===== src/rtl/instr_queue_pkg.sv =====
// ---------------------------------------------------------------------------
// instr_queue_pkg
// Shared definitions for the instruction prefetch queue:
//   - default widths for the queue and its instruction format
//   - field-position helpers, as functions of WIDTH / OPCODE_W / REG_W,
//     shared by the decoder and the debug monitor
//   - count update encoding used by the queue bookkeeping
// ---------------------------------------------------------------------------
package instr_queue_pkg;

    localparam int IQ_WIDTH    = 16;
    localparam int IQ_DEPTH    = 4;
    localparam int IQ_OPCODE_W = 4;
    localparam int IQ_REG_W    = 3;

    // Opcode occupies the top OPCODE_W bits of the word.
    function automatic int opcode_msb(input int width);
        return width - 1;
    endfunction

    // Single flag bit directly below the opcode.
    function automatic int s_flag_pos(input int width, input int opcode_w);
        return width - opcode_w - 1;
    endfunction

    // Two-bit shift field directly below the flag.
    function automatic int shift_msb(input int width, input int opcode_w);
        return width - opcode_w - 2;
    endfunction

    // rd_2 starts at the flag bit, so it aliases flag and shift on purpose.
    function automatic int rd2_msb(input int width, input int opcode_w);
        return width - opcode_w - 1;
    endfunction

    // The three low register selects are packed at the bottom of the word.
    function automatic int rd1_msb(input int reg_w);
        return 3 * reg_w - 1;
    endfunction

    function automatic int rs1_msb(input int reg_w);
        return 2 * reg_w - 1;
    endfunction

    function automatic int rs2_msb(input int reg_w);
        return reg_w - 1;
    endfunction

    // Count update selector, built as {push_eff, pop_eff}.
    typedef enum logic [1:0] {
        CNT_HOLD = 2'b00,
        CNT_DEC  = 2'b01,
        CNT_INC  = 2'b10,
        CNT_BOTH = 2'b11
    } cnt_op_e;

endpackage


===== src/rtl/instr_field_decode.sv =====
// ---------------------------------------------------------------------------
// instr_field_decode
// Purely combinational slicer that splits an instruction word into its
// control fields. It is shared with the disassembly/debug monitor, so it has
// no state and no notion of validity. The caller zeroes the word when there
// is nothing to decode.
// Ports:
//   i_word     instruction word
//   o_opcode   top OPCODE_W bits
//   o_s_flag   bit just below the opcode
//   o_shift    2-bit field below the flag
//   o_rd_2     REG_W bits starting at the flag (overlaps flag/shift)
//   o_rd_1     bits [3*REG_W-1 -: REG_W]
//   o_rs_1     bits [2*REG_W-1 -: REG_W]
//   o_rs_2     bits [REG_W-1:0]
// ---------------------------------------------------------------------------
module instr_field_decode
    import instr_queue_pkg::*;
#(
    parameter int WIDTH    = IQ_WIDTH,
    parameter int OPCODE_W = IQ_OPCODE_W,
    parameter int REG_W    = IQ_REG_W
) (
    input  logic [WIDTH-1:0]    i_word,
    output logic [OPCODE_W-1:0] o_opcode,
    output logic                o_s_flag,
    output logic [1:0]          o_shift,
    output logic [REG_W-1:0]    o_rd_2,
    output logic [REG_W-1:0]    o_rd_1,
    output logic [REG_W-1:0]    o_rs_1,
    output logic [REG_W-1:0]    o_rs_2
);

    localparam int LP_OPC_MSB   = opcode_msb(WIDTH);
    localparam int LP_FLAG_POS  = s_flag_pos(WIDTH, OPCODE_W);
    localparam int LP_SHIFT_MSB = shift_msb(WIDTH, OPCODE_W);
    localparam int LP_RD2_MSB   = rd2_msb(WIDTH, OPCODE_W);
    localparam int LP_RD1_MSB   = rd1_msb(REG_W);
    localparam int LP_RS1_MSB   = rs1_msb(REG_W);
    localparam int LP_RS2_MSB   = rs2_msb(REG_W);

    assign o_opcode = i_word[LP_OPC_MSB -: OPCODE_W];
    assign o_s_flag = i_word[LP_FLAG_POS];
    assign o_shift  = i_word[LP_SHIFT_MSB -: 2];
    assign o_rd_2   = i_word[LP_RD2_MSB -: REG_W];
    assign o_rd_1   = i_word[LP_RD1_MSB -: REG_W];
    assign o_rs_1   = i_word[LP_RS1_MSB -: REG_W];
    assign o_rs_2   = i_word[LP_RS2_MSB -: REG_W];

endmodule


===== src/rtl/instr_queue.sv =====
// ---------------------------------------------------------------------------
// instr_queue
// Instruction register with a DEPTH-entry prefetch FIFO. Fetch pushes words
// from the data bus, and the control unit retires the head with pop. A
// flush discards everything that was prefetched, for example on a branch.
// The head entry is presented raw and already split into control fields.
// Ports:
//   clk, reset     clock; synchronous active-high reset (clears storage too)
//   i_data_in      instruction word from the bus
//   i_push         capture i_data_in this cycle
//   i_pop          retire the head entry this cycle
//   i_flush        discard all entries (storage contents left as-is)
//   o_head_valid   queue non-empty
//   o_full         count == DEPTH
//   o_count        occupied entries
//   o_overflow     sticky: push while full without a concurrent pop
//   o_head_word    head entry, zero when empty
//   o_opcode .. o_rd_2   decoded fields of o_head_word
// ---------------------------------------------------------------------------
module instr_queue
    import instr_queue_pkg::*;
#(
    parameter int WIDTH    = IQ_WIDTH,
    parameter int DEPTH    = IQ_DEPTH,
    parameter int OPCODE_W = IQ_OPCODE_W,
    parameter int REG_W    = IQ_REG_W
) (
    input  logic                       clk,
    input  logic                       reset,
    input  logic [WIDTH-1:0]           i_data_in,
    input  logic                       i_push,
    input  logic                       i_pop,
    input  logic                       i_flush,
    output logic                       o_head_valid,
    output logic                       o_full,
    output logic [$clog2(DEPTH+1)-1:0] o_count,
    output logic                       o_overflow,
    output logic [WIDTH-1:0]           o_head_word,
    output logic [OPCODE_W-1:0]        o_opcode,
    output logic                       o_s_flag,
    output logic [1:0]                 o_shift,
    output logic [REG_W-1:0]           o_rd_1,
    output logic [REG_W-1:0]           o_rs_1,
    output logic [REG_W-1:0]           o_rs_2,
    output logic [REG_W-1:0]           o_rd_2
);

    localparam int PW = $clog2(DEPTH);
    localparam int CW = $clog2(DEPTH + 1);

    localparam logic [PW-1:0]    LP_PTR_ZERO = {PW{1'b0}};
    localparam logic [PW-1:0]    LP_PTR_ONE  = PW'(1);
    localparam logic [CW-1:0]    LP_CNT_ZERO = {CW{1'b0}};
    localparam logic [CW-1:0]    LP_CNT_ONE  = CW'(1);
    localparam logic [CW-1:0]    LP_CNT_FULL = CW'(DEPTH);
    localparam logic [WIDTH-1:0] LP_WORD_ZERO = {WIDTH{1'b0}};

    logic [WIDTH-1:0] r_mem [DEPTH];
    logic [PW-1:0]    r_rp;
    logic [PW-1:0]    r_wp;
    logic [CW-1:0]    r_count;
    logic             r_overflow;

    logic             w_full;
    logic             w_head_valid;
    logic             w_push_eff;
    logic             w_pop_eff;
    logic             w_drop;
    cnt_op_e          w_cnt_op;
    logic [WIDTH-1:0] w_head_word;

    // Status flags and the accept/retire decisions for this edge.
    always_comb begin
        w_full       = (r_count == LP_CNT_FULL);
        w_head_valid = (r_count != LP_CNT_ZERO);
        // A pop on a full queue frees the slot this push lands in.
        w_push_eff   = i_push & (~w_full | i_pop);
        w_pop_eff    = i_pop & w_head_valid;
        w_drop       = i_push & w_full & ~i_pop;
        w_cnt_op     = cnt_op_e'({w_push_eff, w_pop_eff});
    end

    // Head word selection. Zero when empty, so every decoded field reads 0.
    always_comb begin
        w_head_word = LP_WORD_ZERO;
        if (w_head_valid) begin
            w_head_word = r_mem[r_rp];
        end else begin
            w_head_word = LP_WORD_ZERO;
        end
    end

    // Pointer, occupancy and sticky overflow bookkeeping.
    always_ff @(posedge clk) begin
        if (reset) begin
            r_rp       <= LP_PTR_ZERO;
            r_wp       <= LP_PTR_ZERO;
            r_count    <= LP_CNT_ZERO;
            r_overflow <= 1'b0;
        end else if (i_flush) begin
            r_rp       <= LP_PTR_ZERO;
            r_wp       <= LP_PTR_ZERO;
            r_count    <= LP_CNT_ZERO;
            r_overflow <= 1'b0;
        end else begin
            if (w_push_eff) begin
                r_wp <= r_wp + LP_PTR_ONE;
            end else begin
                r_wp <= r_wp;
            end
            if (w_pop_eff) begin
                r_rp <= r_rp + LP_PTR_ONE;
            end else begin
                r_rp <= r_rp;
            end
            case (w_cnt_op)
                CNT_INC:  r_count <= r_count + LP_CNT_ONE;
                CNT_DEC:  r_count <= r_count - LP_CNT_ONE;
                default:  r_count <= r_count;
            endcase
            if (w_drop) begin
                r_overflow <= 1'b1;
            end else begin
                r_overflow <= r_overflow;
            end
        end
    end

    // Storage array. Reset scrubs it, while flush only rewinds the pointers.
    always_ff @(posedge clk) begin
        if (reset) begin
            for (int i = 0; i < DEPTH; i++) begin
                r_mem[i] <= LP_WORD_ZERO;
            end
        end else if (i_flush) begin
            r_mem <= r_mem;
        end else if (w_push_eff) begin
            r_mem[r_wp] <= i_data_in;
        end else begin
            r_mem <= r_mem;
        end
    end

    assign o_head_valid = w_head_valid;
    assign o_full       = w_full;
    assign o_count      = r_count;
    assign o_overflow   = r_overflow;
    assign o_head_word  = w_head_word;

    instr_field_decode #(
        .WIDTH    (WIDTH),
        .OPCODE_W (OPCODE_W),
        .REG_W    (REG_W)
    ) u_decode (
        .i_word   (w_head_word),
        .o_opcode (o_opcode),
        .o_s_flag (o_s_flag),
        .o_shift  (o_shift),
        .o_rd_2   (o_rd_2),
        .o_rd_1   (o_rd_1),
        .o_rs_1   (o_rs_1),
        .o_rs_2   (o_rs_2)
    );

endmodule

===== config.mk =====
export PLATFORM = sky130hd
export DESIGN_NAME = instr_queue
export DESIGN_NICKNAME = d
export VERILOG_FILES = /design/src/rtl/instr_queue_pkg.sv /design/src/rtl/instr_field_decode.sv /design/src/rtl/instr_queue.sv
export SDC_FILE = /design/constraint.sdc
export NUM_CORES = 1
export LEC_CHECK = 0
export ABC_AREA = 1
export CAP_MARGIN = 20
export CORE_MARGIN = 4
export CORE_UTILIZATION = 54
export CTS_CLUSTER_SIZE = 8
export DETAILED_ROUTE_END_ITERATION = 6
export PLACE_DENSITY = 0.78
export SLEW_MARGIN = 5
export SYNTH_ARGS = -nofsm -noshare
export SYNTH_HDL_FRONTEND = slang
export SYNTH_SLANG_ARGS = --single-unit

===== constraint.sdc =====
create_clock -name clk -period 2.31 [get_ports clk]
set_clock_uncertainty 0.05 [all_clocks]
set_input_delay 0.462 -clock clk [delete_from_list [all_inputs] [get_ports clk]]
set_output_delay 0.462 -clock clk [all_outputs]
set_load 0.01 [all_outputs]

==> impl_metrics.ini, run 1 <==
[cells_and_area]
mostFrequentLayoutCell = nand2_1
drive_above_1_share = 0.1278
synthToLayoutAreaGrowth_pct = 18.03
final_cells = 722
nets = 649
antenna_cells = 0
layout_common_cells = nand2_1 (140), nor2_1 (116), inv_1 (78)
fillCellCount = 607

[synthesis]
avgSynthCellArea_um2 = 6.593
synth_area_mm2 = 0.003824
yosysWarnings = 0
seq_area_frac_synth = 0.3770
syn_inst = 580
syn_nets = 607
ys_ff_latch = 72
synth.distinct_cells = 22

[floorplanning]
die_area_mm2 = 0.008491
die_x_um = 92.15
io_pins = 62
start_util = 0.5597
core_mm2 = 0.006832
fp.dieH_um = 92.15
num_rows = 30

[route]
drtIter0Drc = 234
via_count = 3440
dr.pass1.iters = 4
wl_per_cell_um = 12.25
drc = 0
vias_per_cell = 4.765
detail-route-antenna-nets = 0
wl_mm = 8.845

[setup_path]
worstSetupStartpoint = r_rp[0]$_SDFFE_PP0P_
rr_endpoint = o_count[2]$_SDFFE_PP0P_
r2r_start = o_count[0]$_SDFFE_PP0P_
path_class = register to primary output
start_kind = register
end_kind = primary output
rrSetupSlack_ps = 180
critPathRequiredTime_ps = 1800
crit_arrival_ps = 1680
cp_max_fo = 7
crit_end = o_head_word[3]
rr_worst_depth = 11

[power_and_ir_drop]
power.total_mw = 2.465
p_leak_nw = 2.220
peakVddDrop_v = 0.0004042
powerDensity_mw_per_mm2 = 546.2

[timing]
fin_crit_ps = 2196
slew-limit-headroom = 0.6383
fin_tns_setup_ps = 0
setup_viol = 0
hold_viol = 0
period_share = 0.9505
worstMarginPinSlew_ps = 541.5
rsz0062_at_grt = yes
final_max_slew_viol_count = 0
max_freq_mhz = 455.4

[clock_tree]
cts.sinks = 72
numCtsBuffers = 9
cts_setup_buffers = 0
clock_latency_ps = 320
root_buffer = clkbuf_8
cts_tree = built
clk_pin_slew_worst_paths_ps = 70
cts_buffer_depth = 2
ctsHoldBuffers = 0
htree_levels = 3

[job]
maxCapViolations = 0

[placement]
hpwl_mm = 5.749
place_inst = 707
port_buffers = 61
gp_congestion = 0.7362

[outcome]
outcome = complete, no violations

[global_route]
grt_pass1_wl_mm = 15.09
grt.total_usage = 0.2179
grt_pass1_vias = 3283
antenna_found_initial = 0
grt-ovfl-total = 0
grt_max_degree = 65

[hold_path]
holdPathStages = 2
min_path_type = register to register
## kinds of logic after synthesis
group	Yosys count	synth area share
DFF	72	0.3770
adders and majority gates	6	0.02160
and+or+nand+nor	282	0.3112
AOI/OAI and AO/OA	91	0.1204
buffers and inverters	129	0.1698
## critical path: stages (launching register included)
cell and delay [ps]:
dfxtp_2 350, inv_1 90, buf_4 170, a21oi_1 120, o21ai_0 130, a21oi_2 190
dlygate4sd2_1 300
## layout make-up
type	instances	area, um2	area share
Tap cell	96	120.1	0.02661
Timing Repair Buffer	80	720.7	0.1597
Multi-Input combinational cell	379	1769	0.3920
Clock buffer	11	131.4	0.02911
Clock inverter	4	22.52	0.004990
Sequential cell	72	1444	0.3199
Inverter	80	305.3	0.06765
## cell usage after synthesis (all sizes together)
| library cell | n | area [um2] |
|---|---|---|
| o21a | 1 | 7.510 |
| inv | 79 | 296.5 |
| clkinv | 1 | 3.750 |
| buf | 44 | 330.3 |
| nand4 | 4 | 85.08 |
| o21ai | 33 | 165.2 |
| a21oi | 56 | 280.3 |
| ha | 5 | 62.56 |
| nor2 | 133 | 541.8 |
| dfxtp | 72 | 1441 |
| nand3 | 2 | 22.52 |
| nor3 | 1 | 5.000 |
| or2 | 1 | 6.260 |
| clkbuf | 5 | 18.77 |
| a211oi | 1 | 7.510 |
| nand2 | 141 | 529.3 |
| fa | 1 | 20.02 |
## power by group
group	switching [mW]	leakage, nW	internal [mW]
clock network	0.452	0.0789	0.380
registers	0.0151	0.585	1.27
logic	0.207	1.56	0.138
## worst min path at each step
stage,start,end
2_1_floorplan,o_overflow$_SDFFE_PP0P_,o_overflow$_SDFFE_PP0P_
4_1_cts,o_overflow$_SDFFE_PP0P_,o_overflow$_SDFFE_PP0P_
3_5_place_dp,o_overflow$_SDFFE_PP0P_,o_overflow$_SDFFE_PP0P_
6_report,o_overflow$_SDFFE_PP0P_,o_overflow$_SDFFE_PP0P_
3_3_place_gp,o_overflow$_SDFFE_PP0P_,o_overflow$_SDFFE_PP0P_
5_1_grt,o_overflow$_SDFFE_PP0P_,o_overflow$_SDFFE_PP0P_
## state kept, by name (all words and copies together), names as in the netlist
register and cells:
o_count 3, o_overflow 1, r_mem 64, r_rp 2
r_wp 2
## layer usage
metal / wire length (um) / share of wire / GRT usage / vias up
met5: 0 / 0 / 0 / -
met4: 112 / 0.013 / 0.08292 / 0
li1: - / - / - / 1811
met2: 4313 / 0.49 / 0.3808 / 78
met1: 4049 / 0.46 / 0.2702 / 1542
met3: 369 / 0.042 / 0.03117 / 9
## through the flow
| stage | hold WS [ps] | cell area [um2] | util | setup slack [ps] |
|---|---|---|---|---|
| 2_1_floorplan | 424.0 | 3824 | - | 131.6 |
| 3_3_place_gp | 392.2 | 4398 | 0.6438 | -101.6 |
| 3_5_place_dp | 393.3 | 4398 | 0.6438 | -159.0 |
| 4_1_cts | 404.1 | 4533 | 0.6636 | 7.451 |
| 5_1_grt | 434.5 | 4513 | 0.6606 | -32.31 |
| 6_report | 399.1 | 4513 | 0.6606 | 114.4 |
## timing repair
item / CTS / global route
gates resized for setup: 42 / 36
pin swaps: 3 / 3
gates cloned: 0 / 0
setup endpoints to repair: 35 / 32
Note: power is estimated with default switching activity, not from simulation.
==> inputs of run 2 (changes only) <==
--- a/config.mk
+++ b/config.mk
@@ -11,6 +11,7 @@
 export CORE_UTILIZATION = 54
 export CTS_CLUSTER_SIZE = 8
 export DETAILED_ROUTE_END_ITERATION = 6
+export GPL_TIMING_DRIVEN = 1
 export PLACE_DENSITY = 0.78
 export SLEW_MARGIN = 5
 export SYNTH_ARGS = -nofsm -noshare
==> results of run 2 <==
The final DEF is identical to that of run 1; final timing and power are the same.
==> inputs of run 3 (changes only) <==
--- a/config.mk
+++ b/config.mk
@@ -12,7 +12,8 @@
 export CTS_CLUSTER_SIZE = 8
 export DETAILED_ROUTE_END_ITERATION = 6
 export GPL_TIMING_DRIVEN = 1
-export PLACE_DENSITY = 0.78
+export PLACE_DENSITY = 0.81
+export REMOVE_ABC_BUFFERS = 1
 export SLEW_MARGIN = 5
 export SYNTH_ARGS = -nofsm -noshare
 export SYNTH_HDL_FRONTEND = slang
==> impl_metrics.ini, run 3 (same netlist as run 1, synthesis figures left out) <==
[setup_path]
start_kind = register
cp_max_fo = 24
critPathMostFrequentCell = buf_4
max_stage_delay_ps = 330
critPathRequiredTime_ps = 1800
path_cells = buf_4 > a21oi_1 > o21ai_0 > a21oi_2 > buf_4 > buf_4 > clkdlybuf4s15_2
end_kind = primary output
slowest_stage = dfxtp_2
path_class = register to primary output
path_buf_inv = 4
crit_arrival_ps = 1790
critPathTopFamily = buffers and inverters

[cells_and_area]
largest_reg_flops = 64
regArea_mm2 = 0.001446
antenna_cells = 0
synthToLayoutAreaGrowth_pct = 21.69
layout_common_cells = nand2_1 (140), nor2_1 (116), inv_1 (77)
finish.utilization = 0.6811
multiInputGateArea_mm2 = 0.001752
drive_above_1_share = 0.1291
nets = 657
final_cell_area_mm2 = 0.004653
fillCellCount = 584
mostFrequentLayoutCell = nand2_1
max_flop_register = r_mem

[global_route]
grt_max_degree = 47
grt_pass1_wl_mm = 14.71
grt-ovfl-total = 0
grt_pass1_vias = 3293
grt.total_usage = 0.2140
antenna_found_initial = 0

[floorplanning]
start_util = 0.5597
fp.dieH_um = 92.15
die_x_um = 92.15
num_rows = 30
io_pins = 62
die_area_mm2 = 0.008491
core_mm2 = 0.006832

[clock_tree]
cts_buffer_depth = 2
clock_latency_ps = 340
clk_pin_slew_worst_paths_ps = 70
numCtsBuffers = 9
cts_tree = built
htree_levels = 3
cts.sinks = 72
root_buffer = clkbuf_8

[timing]
fin_ws_ps = 5.335
fin_crit_ps = 2305
setup_viol = 0
final_max_slew_viol_count = 0
period_share = 0.9977
hold_viol = 0
rsz0062_at_grt = yes
worstMarginPinSlew_ps = 477.8
max_freq_mhz = 433.9
whs_ps = 400.5
slew-limit-headroom = 0.6814

[route]
dr.pass1.iters = 4
wl_mm = 8.813
drc = 0
vias_per_cell = 4.802
wl_per_cell_um = 12.06
drtIter0Drc = 167
via_count = 3510
detail-route-antenna-nets = 0

[power_and_ir_drop]
clock_power_share = 0.408
p_leak_nw = 2.329
powerDensity_mw_per_mm2 = 592.1
power.internal_mw = 2.077
power_frac_seq = 0.468
switchingPower_mw = 0.6781
peakVddDrop_v = 0.0004340
switching_share = 0.2461
p_comb_frac = 0.124

[hold_path]
min_path_type = register to register

[placement]
gp_congestion = 0.7707
place_ws_ps = -154.2
hpwl_mm = 5.856
port_buffers = 61
dpl_cell_area_mm2 = 0.004395

[job]
maxCapViolations = 0

[outcome]
outcome = complete, no violations
## run 3: changes by cell type in the layout (fill, tap and decap cells not counted), moves of 4 or more
cell,before,now
a21oi_2,9,3
clkdlybuf4s15_1,5,1
buf_4,15,22
clkbuf_2,12,3
dlygate4sd2_1,18,29
a21oi_1,47,53
## run 3: power by group through the flow
stage / sequential [mW] / combinational, mW / clock, mW
after floorplan: 1.32 / 0.163 / 0
after global placement: 1.32 / 0.331 / 0
after detailed placement: 1.32 / 0.341 / 0
after CTS: 1.29 / 0.340 / 1.15
after global routing: 1.29 / 0.379 / 1.20
final: 1.29 / 0.341 / 1.12
## run 3: metrics by stage
stage	std cells	TNS [ps]	total power [mW]
finish	731	0	2.755
global route	731	-153.3	2.873
CTS	730	-41.97	2.774
detailed placement	710	-154.2	1.659
global placement	710	-119.3	1.648
floorplan	531	-6451	1.482
## run 3: area by class of cell
type	instances	area share
clock buffers	11	0.03254
flip-flops and latches	72	0.3108
clock inverters	5	0.01694
inverters	80	0.06561
repair buffers	87	0.1705
multi-input cells	379	0.3764
well taps	96	0.02581
repair inverters	1	0.001344
## run 3: path summary, 6_finish.rpt
path	startpoint	to	slack [ps]	depth (start not counted)
worst max-delay path	r_rp[0]$_SDFFE_PP0P_	o_rd_2[0]	5	7
worst min-delay path	o_overflow$_SDFFE_PP0P_	o_overflow$_SDFFE_PP0P_	400	2
worst min register to register	o_overflow$_SDFFE_PP0P_	o_overflow$_SDFFE_PP0P_	400	2
worst max register to register	o_count[2]$_SDFFE_PP0P_	o_count[2]$_SDFFE_PP0P_	170	11
## run 3: routing by layer
layer,up-vias,global-route usage,wire length (um)
li1,1829,-,-
met1,1573,0.2435,3756
met2,97,0.3881,4465
met3,11,0.05332,489
met4,0,0.07178,102
met5,-,0,0
## run 3: worst min-delay path: stages, from the launching register on
cell     delay (ps)
dfxtp_1         310
inv_1            50
a21oi_1          50
## run 3: what timing repair did
action / in CTS / in global routing
hold endpoints to repair: 0 / 0
resized for setup: 50 / 13
hold buffers: 0 / 0
setup buffers: 3 / 1
gates cloned: 1 / 0
setup endpoints to repair: 35 / 11
pin swaps: 2 / 2
